[src/rtl/arr_stream_buf.sv]
// Register-array buffer: entries written by index, then streamed out in index
// order on a valid/ready interface, with programmable length and loop mode.
module arr_stream_buf #(
    parameter int WIDTH = 32,
    parameter int DEPTH = 4,
    parameter int IDX_W = 2
) (
    input  logic             clk,
    input  logic             g_rst,
    input  logic             rst,
    input  logic             wr_valid,
    input  logic [IDX_W-1:0] wr_index,
    input  logic [WIDTH-1:0] wr_data,
    input  logic             emit,
    input  logic [IDX_W:0]   len,
    input  logic             loop,
    output logic [WIDTH-1:0] out_data,
    output logic             out_valid,
    input  logic             out_ready,
    output logic             out_last,
    output logic             busy,
    output logic             done
);

    typedef enum logic {IDLE, STREAM} state_t;

    localparam logic [IDX_W:0]   DEPTH_L = (IDX_W+1)'(DEPTH);
    localparam logic [IDX_W:0]   ONE     = (IDX_W+1)'(1);
    localparam logic [IDX_W-1:0] IDX0    = '0;

    logic [WIDTH-1:0] mem [DEPTH];
    state_t           state;
    logic [IDX_W:0]   ptr;
    logic [IDX_W:0]   eff_len;
    logic             loop_r;
    logic [IDX_W:0]   start_len;
    logic             wr_ok;

    assign start_len = (len > DEPTH_L) ? DEPTH_L : len;
    assign wr_ok     = ({1'b0, wr_index} < DEPTH_L);

    // ptr always names the next entry to load; reads use the pre-write array
    // contents, so a same-cycle write to the entry being read returns old data.
    always_ff @(posedge clk) begin
        if (g_rst) begin
            for (int i = 0; i < DEPTH; i++) begin
                mem[i] <= '0;
            end
            state     <= IDLE;
            out_data  <= '0;
            out_valid <= 1'b0;
            out_last  <= 1'b0;
            busy      <= 1'b0;
            done      <= 1'b0;
            ptr       <= '0;
            eff_len   <= '0;
            loop_r    <= 1'b0;
        end else if (rst) begin
            state     <= IDLE;
            out_data  <= '0;
            out_valid <= 1'b0;
            out_last  <= 1'b0;
            busy      <= 1'b0;
            done      <= 1'b0;
            ptr       <= '0;
            eff_len   <= '0;
            loop_r    <= 1'b0;
        end else begin
            done <= 1'b0;
            if (wr_valid && wr_ok) begin
                mem[wr_index] <= wr_data;
            end
            case (state)
                IDLE: begin
                    if (emit) begin
                        eff_len <= start_len;
                        loop_r  <= loop;
                        if (start_len != '0) begin
                            state     <= STREAM;
                            busy      <= 1'b1;
                            out_valid <= 1'b1;
                            out_data  <= mem[IDX0];
                            ptr       <= ONE;
                            out_last  <= (start_len == ONE);
                        end else begin
                            done <= 1'b1;
                        end
                    end
                end
                STREAM: begin
                    // Beat held stable until accepted; a loop pass wraps with no gap.
                    if (out_valid && out_ready) begin
                        if (ptr < eff_len) begin
                            out_data <= mem[ptr[IDX_W-1:0]];
                            ptr      <= ptr + ONE;
                            out_last <= (ptr == eff_len - ONE);
                        end else if (loop_r) begin
                            out_data <= mem[IDX0];
                            ptr      <= ONE;
                            out_last <= (eff_len == ONE);
                        end else begin
                            state     <= IDLE;
                            busy      <= 1'b0;
                            out_valid <= 1'b0;
                            out_data  <= '0;
                            out_last  <= 1'b0;
                            ptr       <= '0;
                            done      <= 1'b1;
                        end
                    end
                end
                default: state <= IDLE;
            endcase
        end
    end

endmodule

[config.mk]
export PLATFORM = sky130hd
export DESIGN_NAME = arr_stream_buf
export DESIGN_NICKNAME = d
export VERILOG_FILES = /design/src/rtl/arr_stream_buf.sv
export SDC_FILE = /design/constraint.sdc
export NUM_CORES = 1
export LEC_CHECK = 0
export CAP_MARGIN = 25
export CORE_MARGIN = 5
export CORE_UTILIZATION = 45
export CTS_CLUSTER_DIAMETER = 60
export DETAILED_ROUTE_END_ITERATION = 10
export GPL_TIMING_DRIVEN = 0
export PLACE_DENSITY = 0.64
export SLEW_MARGIN = 20
export SYNTH_ARGS = -nofsm -noshare
export SYNTH_HDL_FRONTEND = slang
export SYNTH_SLANG_ARGS = --single-unit
export TNS_END_PERCENT = 5
[constraint.sdc]
create_clock -name clk -period 2.14 [get_ports clk]
set_input_delay 0.428 -clock clk [delete_from_list [all_inputs] [get_ports clk]]
set_output_delay 0.428 -clock clk [all_outputs]
set_load 0.05 [all_outputs]
==> impl_results.md <==
- TritonCTS clock tree: done
- IO Count: 80
- Int Power: a little under 6 mW
- Area share of the largest cell type after synthesis: 49.6%
- Sequential share of the synthesized area: 61.2%
- Clock skew: approximately 0.0093 ns
- Avg Inst Size Synth: about 13 sq um
- Met1 Use GR: 27.9%
- WS Path Type: reg -> reg
- Library cells used by synthesis: 47
- PortBufs: between 70 and 80
- Slew Limit Fails: 0
- Hold Violations, Final: 0
- Critical Path Slowest Stage Cell: nor4_4
- Routability cong.: about 0.79
- Die area: approximately 0.02 sq mm
- DR vias/cell: approximately 5.7
- Worst Path Buf+Inv: 2
- Routing usage on met2: 35.1%
- Net count after synthesis: 657
- CP Capture Type: flop
- Vias: about 5400
- Slew margin rel.: 46.6%
- Post-synthesis cell area: approximately 0.0078 sq mm
- HPWL after DPL: between 10000 and 15000 microns
- Min Hold Slack: 0.474 ns
- Site Rows: between 40 and 50
- Largest net degree at the start of global routing: 25
- Required @ worst endpoint: around 2.5 ns
- Final WL: approximately 21000 microns
- Unrepaired setup endpoints after global routing: yes
- Reg power frac: 50.7%
- Met3 usage: under 10%
- Vias in the first global route: about 5600
- CTS buffer count: 17
- All-layer global routing usage: a little over a fifth
- Status: finished with violations
- Crit-path most repeated cell: buf_6
- CTS sink count: 173
- CP Max Fanout: 10
- Max-cap violations: 0
- IR drop worst, VDD: around 0.58 mV
- Busiest grt layer: met2
- Top delay family on crit path: simple AND/OR/NAND/NOR gates
- Die width: roughly 140 microns
- Drt pass-1 iters: 5
- Top FF cell, synth: edfxtp_1
- Sw Ratio: between 20% and 30%
- Failing checks: setup timing
- Psw: around 1.8 mW
- Initial antenna violation count: 0
- Logic pwr share: 10.3%
- Power Dens Cells: slightly below 800 mW/mm^2
- Worst-path clk slew: ~0.06 ns
- Nets: roughly 770
- Crit path launch type: flop
- Min-delay worst type: reg -> reg
- Max Clk Rate: around 450 MHz
- Area added between synthesis and finish: 24.2%
- Number of synthesized flops with an enable pin: around 130
- Clock Tree Root: clkbuf_16
- DRC: 0
- Later-pin clock latency in the skew report: approximately 0.43 ns
- Routed Antenna Nets: 0
- Clk network pwr share: between 30% and 40%
- Total grt overflow: 0
- Final worst-path cycle share: 103%
- Cell count after synthesis: 607
- Yosys reg bits: roughly 170
- Crit-path cells: ha_1, and3b_1, buf_6, nor4_4, buf_6, o31ai_1, a21oi_1
- Final setup vio count: 42
- First-pass GRT wire length: roughly 32000 microns
- Leak: about 3.4 nW
- Wire per inst: around 21 microns
- # diodes: 0
- DRC marker count from the first detailed-route iteration: 474
- Synth warnings: 0
- Number of H-tree levels: 4
- Tot Pwr: 7.63 mW
- Largest buffer count on any clock path: 2
- Synth top area cells: edfxtp_1 (50%), dfxtp_1 (12%), and2_1 (10%)
- Starting Density: a little under half
- Core area: roughly 0.017 sq mm
- Synth area leader: edfxtp_1
- Die height: between 100 and 150 microns
- Ys async rst share: 0%
- Worst path arrival time: roughly 2.6 ns
- Worst path max stage delay: approximately 0.67 ns
- Slew @ Worst Pin: around 0.80 ns
- Layout cell share with drive strength beyond 1: between 15 and 20%
- Setup ws final: -0.0705 ns
- Final min period: ~2.2 ns
==> what timing repair did <==
item | 4_1_cts | 5_1_grt
hold buffers | 0 | 0
pin swaps | 3 | 3
endpoints found under the setup margin | 228 | 216
resized for setup | 22 | 14
buffers inserted | 0 | 12
gates cloned | 3 | 0
==> routing by layer <==
layer	vias up	share of wire, %
li1	2466	-
met1	2714	41
met2	240	50
met3	29	8.1
met4	0	1.4
met5	-	0
==> cells by family (layout without fill, tap and decap cells) <==
logic type      count (synthesis)  count (layout)  synth area share, %
fa+ha+maj                       6               6                0.968
compound gates                157             157                 12.3
buf+inv                        51             175                 3.98
flops                         173             173                 61.2
mux                            32              32                 6.68
xor+xnor                        3               3                0.339
simple gates                  185             188                 14.5
==> sequential cells by signal, indices dropped and copies added (netlist names), named ones only <==
| register | count |
|---|---|
| mem | 128 |
| out_data | 32 |
| eff_len | 3 |
| ptr | 3 |
| busy | 1 |
| done | 1 |
| loop_r | 1 |
| out_last | 1 |
| state | 1 |
==> metrics by stage <==
step / TNS (ns) / area, sq um / setup WS, ns / util (%) / std cells
after floorplan: 0 / 7760 / 0.240 / - / 607
after global placement: -205.01 / 8830 / -1.16 / 51.6 / 911
after detailed placement: -186.69 / 8850 / -1.17 / 51.7 / 912
after CTS: -18.36 / 9490 / -0.183 / 55.4 / 947
after global routing: -4.04 / 9630 / -0.0927 / 56.3 / 959
final: -1.06 / 9630 / -0.0705 / 56.3 / 959
==> layout make-up <==
| type | instances | area (sq um) |
|---|---|---|
| inverters | 5 | 18.8 |
| well taps | 225 | 282 |
| flip-flops and latches | 173 | 4750 |
| clock buffers | 19 | 443 |
| clock inverters | 13 | 124 |
| multi-input cells | 386 | 2790 |
| plain buffers | 46 | 304 |
| fillers | 1427 | 7480 |
| repair buffers | 92 | 923 |
==> power groups by stage <==
stage          Clock (mW)  Combinational, mW  Sequential [mW]
2_1_floorplan           0              0.327             4.02
3_3_place_gp            0              0.723             3.93
3_5_place_dp            0              0.742             3.94
4_1_cts              3.00              0.760             3.87
5_1_grt              3.15              0.834             3.88
6_report             2.98              0.784             3.87
==> cells in the final DEF (no fill, tap or decap), types with 6 or more instances in the layout <==
cell type / count
clkdlybuf4s50_1: 78
clkbuf_16: 17
buf_2: 9
o31ai_1: 18
clkbuf_2: 11
o21ai_0: 49
clkbuf_1: 11
edfxtp_1: 128
dfxtp_1: 42
a22o_1: 14
and2_1: 128
a21oi_1: 47
buf_4: 16
mux2_2: 18
nand2_1: 27
mux4_2: 14
clkbuf_8: 6
a31oi_1: 15
or2_4: 6
==> synthesized netlist by cell type, types with 4 or more instances <==
cell type / count
and2_1: 128
edfxtp_1: 128
o21ai_0: 49
a21oi_1: 47
dfxtp_1: 45
nand2_1: 27
clkbuf_1: 21
mux2_2: 18
o31ai_1: 18
a31oi_1: 15
a22o_1: 14
mux4_2: 14
buf_2: 9
ha_1: 6
buf_4: 5
clkbuf_8: 5
inv_1: 5
a22o_2: 4
buf_6: 4
or2_2: 4
==> worst paths after layout <==
check	startpoint	endpoint	slack, ns	cells after the start
worst max-delay path	ptr[1]$_SDFFE_PP0P_	out_data[13]$_SDFFE_PP0P_	-0.07	7
worst min-delay path	eff_len[2]$_SDFFE_PP0P_	eff_len[2]$_SDFFE_PP0P_	0.47	2
worst max register to register	ptr[1]$_SDFFE_PP0P_	out_data[13]$_SDFFE_PP0P_	-0.07	7
worst min register to register	eff_len[2]$_SDFFE_PP0P_	eff_len[2]$_SDFFE_PP0P_	0.47	2
==> worst min-delay path: cells and delay by family, from the launching register on <==
family	cells	cell delay, ns
flip-flops	1	0.33
AO/OA/AOI/OAI	1	0.06
AND/OR/NAND/NOR	1	0.05
Note: power is estimated with default switching activity, not from simulation.
